===== config.mk =====
export PLATFORM = sky130hd
export DESIGN_NAME = pe_mac_bank_flat
export DESIGN_NICKNAME = d
export VERILOG_FILES = /design/src/rtl/pe_pkg.sv /design/src/rtl/pe_mac_bank_if.sv /design/src/rtl/pe_weight_bank.sv /design/src/rtl/pe_mac_bank.sv /design/src/flat_wrapper.sv
export SDC_FILE = /design/constraint.sdc
export NUM_CORES = 1
export LEC_CHECK = 0
export BUFFER_PORTS_ARGS = -buffer_cell sky130_fd_sc_hd__buf_4
export CORE_ASPECT_RATIO = 0.5
export CORE_MARGIN = 1
export CORE_UTILIZATION = 40
export CTS_BUF_LIST = sky130_fd_sc_hd__clkbuf_2 sky130_fd_sc_hd__clkbuf_4 sky130_fd_sc_hd__clkbuf_8
export DETAILED_ROUTE_END_ITERATION = 7
export PLACE_DENSITY = 0.65
export SLEW_MARGIN = 20
export SYNTH_ARGS = -nofsm -noshare
export SYNTH_HDL_FRONTEND = slang
export SYNTH_SLANG_ARGS = --single-unit

===== constraint.sdc =====
create_clock -name PE_clk -period 6.1 [get_ports PE_clk]
set_input_delay 0.915 -clock PE_clk [delete_from_list [all_inputs] [get_ports PE_clk]]
set_output_delay 0.915 -clock PE_clk [all_outputs]
set_load 0.02 [all_outputs]

===== src/rtl/pe_pkg.sv =====
// Shared types and helpers for the weight-bank systolic PE.
package pe_pkg;

  typedef enum logic {PE_FILL, PE_FULL} pe_load_state_e;

  // Index width for a bank of the given depth; never narrower than one bit.
  function automatic int unsigned wsel_width(input int unsigned depth);
    return (depth > 1) ? $clog2(depth) : 1;
  endfunction

endpackage


===== src/rtl/pe_mac_bank_if.sv =====
// PE port bundle: load/psum path from above, activation path from the left, and their outputs.
interface pe_mac_bank_if #(
  parameter int unsigned L_WIDTH = 32,
  parameter int unsigned S_WIDTH = 8,
  parameter int unsigned WSEL_W  = 2
);
  logic                      PE_mode;
  logic                      PE_clr;
  logic                      PE_en_up;
  logic signed [L_WIDTH-1:0] PE_data_up;
  logic                      PE_en_left;
  logic signed [S_WIDTH-1:0] PE_data_left;
  logic [WSEL_W-1:0]         PE_wsel_left;
  logic                      PE_en_down;
  logic signed [L_WIDTH-1:0] PE_data_down;
  logic                      PE_en_right;
  logic signed [S_WIDTH-1:0] PE_data_right;
  logic [WSEL_W-1:0]         PE_wsel_right;
  logic                      PE_load_done;

  modport slave (
    input  PE_mode, PE_clr, PE_en_up, PE_data_up, PE_en_left, PE_data_left, PE_wsel_left,
    output PE_en_down, PE_data_down, PE_en_right, PE_data_right, PE_wsel_right, PE_load_done
  );

  modport master (
    output PE_mode, PE_clr, PE_en_up, PE_data_up, PE_en_left, PE_data_left, PE_wsel_left,
    input  PE_en_down, PE_data_down, PE_en_right, PE_data_right, PE_wsel_right, PE_load_done
  );
endinterface


===== src/rtl/pe_weight_bank.sv =====
// Stationary weight register file with FILL/FULL load FSM, write pointer and synchronous clear.
module pe_weight_bank
  import pe_pkg::*;
#(
  parameter int unsigned S_WIDTH = 8,
  parameter int unsigned W_DEPTH = 4,
  parameter int unsigned WSEL_W  = wsel_width(W_DEPTH)
) (
  input  logic                      PE_clk,
  input  logic                      PE_rst_n,
  input  logic                      clr_i,
  input  logic                      wr_en_i,
  input  logic signed [S_WIDTH-1:0] wr_data_i,
  input  logic [WSEL_W-1:0]         rd_idx_i,
  output logic signed [S_WIDTH-1:0] rd_data_o,
  output logic                      full_o
);

  localparam logic [WSEL_W-1:0] LastPtr = WSEL_W'(W_DEPTH - 1);

  logic signed [S_WIDTH-1:0] bank_q [W_DEPTH];
  logic signed [S_WIDTH-1:0] bank_d [W_DEPTH];
  logic [WSEL_W-1:0]         wr_ptr_q, wr_ptr_d;
  pe_load_state_e            state_q, state_d;

  always_comb begin
    bank_d   = bank_q;
    wr_ptr_d = wr_ptr_q;
    state_d  = state_q;
    if (clr_i) begin
      for (int i = 0; i < int'(W_DEPTH); i++) bank_d[i] = '0;
      wr_ptr_d = '0;
      state_d  = PE_FILL;
    end else if (wr_en_i && (state_q == PE_FILL)) begin
      bank_d[wr_ptr_q] = wr_data_i;
      if (wr_ptr_q == LastPtr) begin
        wr_ptr_d = '0;
        state_d  = PE_FULL;
      end else begin
        wr_ptr_d = wr_ptr_q + 1'b1;
      end
    end
  end

  always_ff @(posedge PE_clk or negedge PE_rst_n) begin
    if (!PE_rst_n) begin
      for (int i = 0; i < int'(W_DEPTH); i++) bank_q[i] <= '0;
      wr_ptr_q <= '0;
      state_q  <= PE_FILL;
    end else begin
      bank_q   <= bank_d;
      wr_ptr_q <= wr_ptr_d;
      state_q  <= state_d;
    end
  end

  // Indices past the bank read as a zero weight.
  always_comb begin
    rd_data_o = '0;
    if (int'(rd_idx_i) < int'(W_DEPTH)) rd_data_o = bank_q[rd_idx_i];
  end

  assign full_o = (state_q == PE_FULL);

endmodule


===== src/rtl/pe_mac_bank.sv =====
// Systolic PE with a multi-entry weight bank; optional partial-sum saturation via `PE_SAT_EN.
module pe_mac_bank
  import pe_pkg::*;
#(
  parameter int unsigned L_WIDTH = 32,
  parameter int unsigned S_WIDTH = 8,
  parameter int unsigned W_DEPTH = 4,
  parameter int unsigned WSEL_W  = wsel_width(W_DEPTH)
) (
  input logic          PE_clk,
  input logic          PE_rst_n,
  pe_mac_bank_if.slave bus
);

  logic signed [S_WIDTH-1:0]   weight;
  logic                        bank_full;
  logic signed [2*S_WIDTH-1:0] prod;
  logic signed [L_WIDTH-1:0]   mac_sum;
  logic                        load_acc, comp_acc;

  logic                      en_down_q, en_down_d;
  logic signed [L_WIDTH-1:0] data_down_q, data_down_d;
  logic                      en_right_q, en_right_d;
  logic signed [S_WIDTH-1:0] data_right_q, data_right_d;
  logic [WSEL_W-1:0]         wsel_right_q, wsel_right_d;

  assign load_acc = bus.PE_mode & bus.PE_en_up;
  assign comp_acc = ~bus.PE_mode & bus.PE_en_left;

  pe_weight_bank #(
    .S_WIDTH (S_WIDTH),
    .W_DEPTH (W_DEPTH),
    .WSEL_W  (WSEL_W)
  ) u_bank (
    .PE_clk    (PE_clk),
    .PE_rst_n  (PE_rst_n),
    .clr_i     (bus.PE_clr),
    .wr_en_i   (load_acc),
    .wr_data_i (bus.PE_data_up[S_WIDTH-1:0]),
    .rd_idx_i  (bus.PE_wsel_left),
    .rd_data_o (weight),
    .full_o    (bank_full)
  );

  assign prod = bus.PE_data_left * weight;

`ifdef PE_SAT_EN
  localparam logic signed [L_WIDTH-1:0] SumMax = {1'b0, {(L_WIDTH-1){1'b1}}};
  localparam logic signed [L_WIDTH-1:0] SumMin = {1'b1, {(L_WIDTH-1){1'b0}}};
  logic signed [L_WIDTH:0] sum_wide;

  assign sum_wide = (L_WIDTH+1)'(prod) + (L_WIDTH+1)'(bus.PE_data_up);

  // Top two bits disagree only when the true sum left the L_WIDTH range.
  always_comb begin
    mac_sum = sum_wide[L_WIDTH-1:0];
    if (sum_wide[L_WIDTH] != sum_wide[L_WIDTH-1]) begin
      mac_sum = sum_wide[L_WIDTH] ? SumMin : SumMax;
    end
  end
`else
  assign mac_sum = L_WIDTH'(prod) + bus.PE_data_up;
`endif

  always_comb begin
    en_down_d    = 1'b0;
    en_right_d   = 1'b0;
    data_down_d  = data_down_q;
    data_right_d = data_right_q;
    wsel_right_d = wsel_right_q;
    if (bus.PE_clr) begin
      // Clear wins; data registers hold.
    end else if (load_acc) begin
      if (bank_full) begin
        data_down_d = bus.PE_data_up;
        en_down_d   = 1'b1;
      end
    end else if (comp_acc) begin
      data_right_d = bus.PE_data_left;
      wsel_right_d = bus.PE_wsel_left;
      en_right_d   = 1'b1;
      data_down_d  = mac_sum;
      en_down_d    = 1'b1;
    end
  end

  always_ff @(posedge PE_clk or negedge PE_rst_n) begin
    if (!PE_rst_n) begin
      en_down_q    <= 1'b0;
      data_down_q  <= '0;
      en_right_q   <= 1'b0;
      data_right_q <= '0;
      wsel_right_q <= '0;
    end else begin
      en_down_q    <= en_down_d;
      data_down_q  <= data_down_d;
      en_right_q   <= en_right_d;
      data_right_q <= data_right_d;
      wsel_right_q <= wsel_right_d;
    end
  end

  assign bus.PE_en_down    = en_down_q;
  assign bus.PE_data_down  = data_down_q;
  assign bus.PE_en_right   = en_right_q;
  assign bus.PE_data_right = data_right_q;
  assign bus.PE_wsel_right = wsel_right_q;
  assign bus.PE_load_done  = bank_full;

endmodule


===== src/flat_wrapper.sv =====
// flat-port wrapper written by rule: the top's interface ports become plain ports
module pe_mac_bank_flat import pe_pkg::*;
#(
  parameter int unsigned L_WIDTH = 32,
  parameter int unsigned S_WIDTH = 8,
  parameter int unsigned W_DEPTH = 4,
  parameter int unsigned WSEL_W  = wsel_width(W_DEPTH)
)
  (PE_clk, PE_rst_n, bus_PE_mode, bus_PE_clr, bus_PE_en_up, bus_PE_data_up, bus_PE_en_left, bus_PE_data_left, bus_PE_wsel_left, bus_PE_en_down, bus_PE_data_down, bus_PE_en_right, bus_PE_data_right, bus_PE_wsel_right, bus_PE_load_done);
  pe_mac_bank_if #(.L_WIDTH(L_WIDTH), .S_WIDTH(S_WIDTH), .WSEL_W(WSEL_W)) bus_i ();
  input logic PE_clk;
  input logic PE_rst_n;
  input wire logic [$bits(bus_i.PE_mode)-1:0] bus_PE_mode;
  input wire logic [$bits(bus_i.PE_clr)-1:0] bus_PE_clr;
  input wire logic [$bits(bus_i.PE_en_up)-1:0] bus_PE_en_up;
  input wire logic [$bits(bus_i.PE_data_up)-1:0] bus_PE_data_up;
  input wire logic [$bits(bus_i.PE_en_left)-1:0] bus_PE_en_left;
  input wire logic [$bits(bus_i.PE_data_left)-1:0] bus_PE_data_left;
  input wire logic [$bits(bus_i.PE_wsel_left)-1:0] bus_PE_wsel_left;
  output wire logic [$bits(bus_i.PE_en_down)-1:0] bus_PE_en_down;
  output wire logic [$bits(bus_i.PE_data_down)-1:0] bus_PE_data_down;
  output wire logic [$bits(bus_i.PE_en_right)-1:0] bus_PE_en_right;
  output wire logic [$bits(bus_i.PE_data_right)-1:0] bus_PE_data_right;
  output wire logic [$bits(bus_i.PE_wsel_right)-1:0] bus_PE_wsel_right;
  output wire logic [$bits(bus_i.PE_load_done)-1:0] bus_PE_load_done;
  assign bus_i.PE_mode = bus_PE_mode;
  assign bus_i.PE_clr = bus_PE_clr;
  assign bus_i.PE_en_up = bus_PE_en_up;
  assign bus_i.PE_data_up = bus_PE_data_up;
  assign bus_i.PE_en_left = bus_PE_en_left;
  assign bus_i.PE_data_left = bus_PE_data_left;
  assign bus_i.PE_wsel_left = bus_PE_wsel_left;
  assign bus_PE_en_down = bus_i.PE_en_down;
  assign bus_PE_data_down = bus_i.PE_data_down;
  assign bus_PE_en_right = bus_i.PE_en_right;
  assign bus_PE_data_right = bus_i.PE_data_right;
  assign bus_PE_wsel_right = bus_i.PE_wsel_right;
  assign bus_PE_load_done = bus_i.PE_load_done;
  pe_mac_bank #(.L_WIDTH(L_WIDTH), .S_WIDTH(S_WIDTH), .W_DEPTH(W_DEPTH), .WSEL_W(WSEL_W)) u_core (.PE_clk(PE_clk), .PE_rst_n(PE_rst_n), .bus(bus_i));
endmodule

# == Word-level counts from Yosys, hierarchy flattened ==
# Index checks and enable logic that the tools add are counted.
# totals
reg_bits,79
mem_bits_rw,0
latchBits,0
rom_bits,0
elab_cells,58
mem_count,0
# op_classes
n_mux,23
n_reduce_logical,8
add_sub_neg,2
n_div,0
multipliers,1
bitwise,8
eq_ne,2
order_cmp,3
shift,0
# ops
op,n
$mux 32,5
$add 16x32->32,1
$bwmux 32,1
$mux 8,3
$bmux 8 s2,1
$demux 8 s2,1
$mul 8x8->16,1
$mux 1,9
$ge 3x3->1 const B,2
$mux 2,3
$not 2->3,2
$reduce_and 3->1,2
$reduce_bool 2->1,3
$not 1->1,4
$lt 3x1->1 const B,1
$add 2x1->2 const B,1
$and 1x1->1,2
$eq 2x2->1 const B,1
$logic_and 1x1->1,2
$ne 2x1->1 const B,1
$reduce_and 2->1,1

# == Longest topological paths before layout ==
# Gate-level depths: netlist of the first run.
# logic_depth
word_depth,8
ltp_mapped,23
mapped_depth_nobuf,22

# == By module ==
# A second synthesis of the first run with hierarchy kept.
# hier_totals
cells_unflattened,908
area_unflattened_um2,8938.6
# by_module_without_submodules
mod,seq_area_each_um2,area_per_inst_um2,n_inst,cells_per_inst
pe_mac_bank,1101.1,7196.9,1,737
pe_weight_bank,875.8,1741.7,1,171

# == Worst setup path before layout of the first run ==
# Ideal clock, no wire load.
# synth_timing
path_type,input to register
from,input bus_PE_wsel_left[0]
to,register u_core.data_down_q[24] (netlist: u_core.bus.PE_data_down[24])
arrival_ns,7.449
setup_ns,0.137
cell_stages,20
required_ns,5.963
setup_slack_ns,-1.486
cell_sequence,clkbuf_1 > mux4_2 > and2_1 > inv_1 > fa_1 > inv_1 > fa_1 > fa_1 > fa_1 > fa_1 > ha_1 > o21a_1 > o31a_1 > o31a_1 > a31o_4 > a31oi_4 > nor2_2 > a311oi_2 > xor2_1 > a21oi_1
# synth_via
elab_chain_cells,8
# synth_lines
element,line,source
start: declaration,flat_wrapper.sv:19,input wire logic [$bits(bus_i.PE_wsel_left)-1:0] bus_PE_wsel_left;
$not 2->3 (implied by the code),pe_weight_bank.sv:60,if (int'(rd_idx_i) < int'(W_DEPTH)) rd_data_o = bank_q[rd_idx_i];
$bmux 8 s2,pe_weight_bank.sv:60,
$mux 8 (implied by the code) (2 in a row),pe_weight_bank.sv:60,
$mul 8x8->16,pe_mac_bank.sv:45,assign prod = bus.PE_data_left * weight;
$add 16x32->32,pe_mac_bank.sv:62,assign mac_sum = L_WIDTH'(prod) + bus.PE_data_up;
$mux 32,pe_mac_bank.sv:78,end else if (comp_acc) begin
$mux 32,pe_mac_bank.sv:73,end else if (load_acc) begin
end signal: assignment,pe_mac_bank.sv:96,data_down_q <= data_down_d;
end: declaration,pe_mac_bank.sv:22,"logic signed [L_WIDTH-1:0] data_down_q, data_down_d;"
# No other way between the ends. The select of a mux whose other input is x is not followed.
# A chain may end at the register's enable or synchronous reset.

# == Worst setup path after layout of the first run ==
# Ends and elaborated chain as after synthesis.

==> results of run 1 <==
[state kept, by name, indices dropped and copies added (netlist names)]
signal	flops
u_core.bus.PE_data_down	32
u_core.bus.PE_data_right	8
u_core.bus.PE_en_down	1
u_core.bus.PE_en_right	1
u_core.bus.PE_wsel_right	2
u_core.u_bank.bank_q	32
u_core.u_bank.full_o	1
u_core.u_bank.wr_ptr_q	2
[worst max-delay path, stage by stage]
cell and delay, ns:
buf_12 0.11, mux4_2 0.57, buf_6 0.16, nand2_4 0.07, fa_2 0.48, fa_2 0.64, clkinvlp_4 0.14, fa_2 0.55
fa_1 0.46, ha_4 0.30, ha_4 0.20, nand4_1 0.17, nor3_2 0.08, or3_4 0.38, a31o_4 0.24, a31oi_4 0.20
nor2_2 0.07, a311oi_2 0.22, xor2_1 0.32, a21oi_1 0.11
[through the flow]
| stage | std cells | power, mW |
|---|---|---|
| after detailed placement | 1360 | 1.76 |
| after floorplan | 907 | 1.29 |
| final | 1386 | 2.19 |
| after global placement | 1360 | 1.73 |
| after global routing | 1386 | 2.35 |
| after CTS | 1382 | 2.18 |
[synth_stat cells, types with 3 or more instances]
| master | count |
|---|---|
| o31a_1 | 3 |
| o21a_1 | 3 |
| nand2b_1 | 3 |
| xor2_1 | 9 |
| a21oi_1 | 77 |
| nor3_1 | 5 |
| dfrtp_1 | 79 |
| and3_1 | 10 |
| ha_1 | 74 |
| a21o_1 | 12 |
| nand4_1 | 5 |
| xnor2_1 | 20 |
| a211oi_1 | 3 |
| fa_1 | 136 |
| nor2_1 | 37 |
| buf_1 | 3 |
| o22ai_1 | 3 |
| inv_1 | 101 |
| a31oi_1 | 9 |
| o21ai_0 | 37 |
| mux4_2 | 7 |
| or3_1 | 5 |
| nor2b_1 | 3 |
| nand3_1 | 7 |
| clkbuf_1 | 29 |
| and2_1 | 37 |
| nand2_1 | 159 |
| o21bai_1 | 3 |
| or2_2 | 3 |
[kinds of logic after synthesis]
family | synth area share, %
flops | 22.4
xor+xnor | 2.88
fa+ha+maj | 41.4
mux | 2.03
compound gates | 11.4
buf+inv | 5.76
simple gates | 14.2
[path summary, 6_finish.rpt]
| path | slack [ns] | cells past startpoint | startpoint | endpoint |
|---|---|---|---|---|
| setup / recovery | -0.05 | 20 | bus_PE_wsel_left[0] | u_core.bus.PE_data_down[24] |
| hold / removal | 0.49 | 2 | u_core.bus.PE_data_down[20] | u_core.bus.PE_data_down[20] |
| setup reg to reg | 0.22 | 19 | u_core.u_bank.bank_q[2] | u_core.bus.PE_data_down[24] |
| hold reg to reg | 0.49 | 2 | u_core.bus.PE_data_down[20] | u_core.bus.PE_data_down[20] |
| max in group asynchronous | 5.00 | 1 | PE_rst_n | u_core.bus.PE_data_down[16] |
| min in group asynchronous | 0.57 | 1 | PE_rst_n | u_core.u_bank.wr_ptr_q[1] |
[power groups by stage]
stage / clock [mW] / combinational, mW / sequential [mW]
final: 0.383 / 1.16 / 0.649
after CTS: 0.395 / 1.14 / 0.650
after global placement: 0 / 1.08 / 0.657
after floorplan: 0 / 0.551 / 0.738
after detailed placement: 0 / 1.10 / 0.659
after global routing: 0.414 / 1.28 / 0.660
[final cells by class]
class	count	area share, %
Multi-Input combinational cell	693	59.7
Clock buffer	10	1.18
Clock inverter	6	0.394
Inverter	102	3.51
Timing Repair Buffer	204	14.1
Sequential cell	79	17.8
Tap cell	292	3.29
[layer usage]
metal  vias to the layer above  GRT usage [%]  wire [microns]  part of all wire [%]
li1                       3303              -               -                     -
met1                      3627           30.6           10700                    45
met2                       186           37.0           11700                    49
met3                        23           4.36            1110                   4.7
met4                         0           5.54             394                   1.7
met5                         -              0               0                     0
[timing repair]
item | 4_1_cts | 5_1_grt
gates resized for setup | 22 | 25
buffers inserted | 6 | 4
setup endpoints to repair | 11 | 13
pin swaps | 19 | 13
==> flow_summary.json, run 1 <==
{
  "fin_crit_ns": 6.15,
  "fin_area_sq_mm": 0.0111,
  "rsz0062_at_grt": "yes",
  "place_area_sq_mm": 0.0106,
  "grt_max_degree": 80,
  "synth_area_sq_mm": 0.00882,
  "hold_class": "reg -> reg",
  "synth_cell_types": 51,
  "yosysWarnings": 0,
  "synth_edf_count": 0,
  "core_area_sq_mm": 0.0211,
  "io_pins": 93,
  "endpoint_kind": "register",
  "n_fill_cell": 1949,
  "dp_hpwl_microns": 18500,
  "drv_cap": 0,
  "cts_sinks": 79,
  "layout.nets": 1347,
  "wl_microns": 23900,
  "start_util_pct": 41.9,
  "ant_nets": 0,
  "dr.pass1.iters": 5,
  "crit_path_start_kind": "input port",
  "vdd_drop_max_v": 0.0000967,
  "failed_checks": "negative setup slack",
  "antennaDiodeCount": 0,
  "setup_viol": 2,
  "synth_seq_cells": 79,
  "hold_slack_ns": 0.489,
  "clkTransAtPathRegs_ns": 0.09,
  "fin_ws_ns": -0.0494,
  "grt.total_usage_pct": 22.5,
  "num_rows": 37,
  "switching_share_pct": 40.7,
  "crit_type": "in -> reg",
  "cp.arrival_ns": 6.42,
  "report.final.hold_viol_count": 0,
  "post-place-ws_ns": -0.664,
  "fin_setup_tns_ns": -0.0773,
  "grt_pass1_wl_microns": 39000,
  "first_global_vias": 7491,
  "synth_area_leaders": "fa_1 (31%), dfrtp_1 (22%), ha_1 (10%)",
  "power_switching_mw": 0.893,
  "dieHeight_microns": 107,
  "syn_nets": 1165,
  "clkPwrFrac_pct": 17.4,
  "relSlewSlack_pct": 35.3,
  "clkLatencyLatePin_ns": 0.40,
  "layout_common_cells": "buf_4 (198), nand2_1 (156), fa_1 (131)",
  "total_leakage_power_nw": 5.56,
  "fin_crit_sh_pct": 101,
  "wl_per_cell_microns": 17.2,
  "drv_slew": 0,
  "required_ns": 6.37,
  "crit_fanout": 8,
  "syn_area_per_cell_sq_um": 9.73,
  "synth-main-ff-cell": "dfrtp_1",
  "antenna_found_initial": 0,
  "cts_made_buffers": 9,
  "syn_to_final_growth_pct": 26.1,
  "avgViaCountPerCell": 5.15,
  "cts_max_level": 3,
  "final_common_cell": "buf_4",
  "cts_tree": "yes",
  "power_density_mw_per_mm2": 197,
  "worst_pin_slew_ns": 0.970,
  "root_buffer": "clkbuf_8",
  "synth_top_area_share_pct": 30.9,
  "vias": 7139,
  "p_comb_share_pct": 53.0,
  "drc": 0,
  "port_buffers": 92,
  "routabilityCongestion": 0.899,
  "clock_path_buffers": 2,
  "drive_above_1_share_pct": 26.8,
  "synthCells": 907,
  "grt.overflow.total": 0,
  "ys_async_sr_fraction_pct": 100,
  "clock_skew_ns": 0.00919,
  "outcome": "complete, but fails checks",
  "fmaxAchievable_mhz": 163,
  "p_int_mw": 1.30,
  "cts_hold_buf": 0,
  "dieArea_sq_mm": 0.0227,
  "yosysTopAreaCell": "fa_1",
  "seqPwrFrac_pct": 29.6,
  "multiInputGateArea_sq_mm": 0.00664,
  "ys_seq_area_share_pct": 22.4,
  "drt_iter0_drc": 503,
  "die_x_microns": 212,
  "ff_latch_area_sq_mm": 0.00198,
  "final_util_pct": 52.8
}
Note: power is estimated with default switching activity, not from simulation.
==> run 2: changes to the inputs <==
--- a/config.mk
+++ b/config.mk
@@ -11,7 +11,7 @@
 export CORE_UTILIZATION = 40
 export CTS_BUF_LIST = sky130_fd_sc_hd__clkbuf_2 sky130_fd_sc_hd__clkbuf_4 sky130_fd_sc_hd__clkbuf_8
 export DETAILED_ROUTE_END_ITERATION = 7
-export PLACE_DENSITY = 0.65
+export PLACE_DENSITY = 0.63
 export SLEW_MARGIN = 20
 export SYNTH_ARGS = -nofsm -noshare
 export SYNTH_HDL_FRONTEND = slang
==> constraint.sdc (replaced) <==
create_clock -name PE_clk -period 7.5 [get_ports PE_clk]
set_input_delay 1.125 -clock PE_clk [delete_from_list [all_inputs] [get_ports PE_clk]]
set_output_delay 1.125 -clock PE_clk [all_outputs]
set_load 0.02 [all_outputs]
==> run 2 against run 1 <==
Compared with the run above: the run now ends clean; clock power decreased by 5%; critical path depth increased by 1; largest cell class unchanged; highest routed layer unchanged; sequential power is 19% lower.
==> flow_summary.json, run 2 (same netlist as run 1, synthesis figures left out) <==
{
  "crit_fanout": 10,
  "drv_cap": 0,
  "core_area_sq_mm": 0.0211,
  "clock_path_buffers": 2,
  "crit_type": "in -> reg",
  "routabilityCongestion": 0.883,
  "fmaxAchievable_mhz": 145,
  "report.final.hold_viol_count": 0,
  "required_ns": 7.74,
  "crit_top_cell": "fa_1",
  "cts_max_level": 3,
  "cts_sinks": 79,
  "outcome": "finished clean",
  "crit_buf_inv": 4,
  "dieArea_sq_mm": 0.0227,
  "dieHeight_microns": 107,
  "fin_setup_tns_ns": 0,
  "port_buffers": 92,
  "cts_hold_buf": 0,
  "cts_made_buffers": 9,
  "dp_hpwl_microns": 17600,
  "vias": 6796,
  "avgViaCountPerCell": 5.28,
  "rsz0062_at_grt": "no",
  "drt_iter0_drc": 519,
  "endpoint_kind": "register",
  "post-place-ws_ns": 0.193,
  "place_area_sq_mm": 0.00984,
  "root_buffer": "clkbuf_8",
  "relSlewSlack_pct": 30.3,
  "ant_nets": 0,
  "io_pins": 93,
  "critical-path-max-stage-delay_ns": 0.64,
  "fin_area_sq_mm": 0.0101,
  "drc": 0,
  "slowest_stage": "mux4_2",
  "grt_pass1_wl_microns": 37700,
  "antennaDiodeCount": 0,
  "wl_per_cell_microns": 17.7,
  "num_rows": 37,
  "drive_above_1_share_pct": 14.4,
  "die_x_microns": 212,
  "clock_skew_ns": 0.0184,
  "crit_path_start_kind": "input port",
  "grt_max_degree": 80,
  "cts_tree": "yes",
  "layout_common_cells": "nand2_1 (159), fa_1 (136), buf_4 (103)",
  "fin_ws_ns": 0.601,
  "final_common_cell": "nand2_1",
  "critPathTopFamily": "adder cells",
  "start_util_pct": 41.9,
  "grt.overflow.total": 0,
  "cts-resized-gates": 0,
  "cp.arrival_ns": 7.14,
  "first_global_vias": 7079,
  "power_density_mw_per_mm2": 165,
  "total_leakage_power_nw": 5.04,
  "antenna_found_initial": 0,
  "layout.nets": 1247,
  "drv_slew": 0,
  "grt.total_usage_pct": 21.7,
  "clkTransAtPathRegs_ns": 0.10,
  "dr.pass1.iters": 5,
  "worst_pin_slew_ns": 1.04,
  "place_inst": 1270,
  "syn_to_final_growth_pct": 14.0,
  "fin_crit_ns": 6.90,
  "post_cts_buffers": 0,
  "setup_viol": 0,
  "finalNonFillerCells": 1286,
  "fin_crit_sh_pct": 92.0,
  "clkLatencyLatePin_ns": 0.40,
  "wl_microns": 22800,
  "hold_class": "reg -> reg",
  "vdd_drop_max_v": 0.0000752,
  "n_fill_cell": 1999,
  "cp_cell_sequence": "buf_4 -> mux4_2 -> and2_1 -> buf_4 -> fa_1 -> inv_1 -> fa_1 -> inv_1 -> fa_1 -> fa_1 -> ha_1 -> ha_1 -> a211oi_1 -> o21ai_0 -> a31oi_1 -> nand3_1 -> a2111oi_0 -> o21bai_1 -> a211oi_2 -> xnor2_1 -> o22ai_1"
}
==> run 2: tightest hold or removal path: stages (launching register included) <==
cell	delay, ns
dfrtp_1	0.35
nand2_1	0.05
nand2_1	0.06
==> run 2: path summary, 6_finish.rpt <==
kind,start,to,slack [ns],cells past startpoint
worst max-delay path,bus_PE_wsel_left[0],u_core.bus.PE_data_down[31],0.60,21
worst min-delay path,u_core.bus.PE_data_right[7],u_core.bus.PE_data_right[7],0.49,2
worst max register to register,u_core.u_bank.bank_q[9],u_core.bus.PE_data_down[31],1.22,20
worst min register to register,u_core.bus.PE_data_right[7],u_core.bus.PE_data_right[7],0.49,2
max in group asynchronous,PE_rst_n,u_core.bus.PE_data_down[14],6.20,1
min in group asynchronous,PE_rst_n,u_core.u_bank.bank_q[29],0.78,1
==> run 2: routing by layer <==
metal,part of all wire [%],global-route usage [%],up-vias
met2,46,35.0,189
met4,1.6,4.97,0
li1,-,-,3107
met3,6.0,4.42,22
met1,46,30.0,3478
met5,0,0,-
==> run 2: per-stage QoR <==
stage               total power [mW]  utilization, %  hold slack, ns
floorplan                       1.03               -           0.497
global placement                1.29            46.7           0.459
detailed placement              1.30            46.7           0.464
CTS                             1.67            47.7           0.487
global route                    1.78            47.8           0.507
finish                          1.66            47.8           0.487
==> run 2: cell type report <==
class	instances	area, sq um	share of cell area [%]
clock buffers	10	138	1.37
clock inverters	6	75.1	0.746
inverters	102	383	3.81
multi-input cells	693	6340	63.0
flip-flops and latches	79	1980	19.7
well taps	292	365	3.63
repair buffers	104	785	7.80
==> run 2: report_power, final <==
part           internal [mW]  switching (mW)  total (mW)
Sequential             0.487          0.0390       0.526
Combinational          0.317           0.449       0.766
Clock                  0.168           0.196       0.364
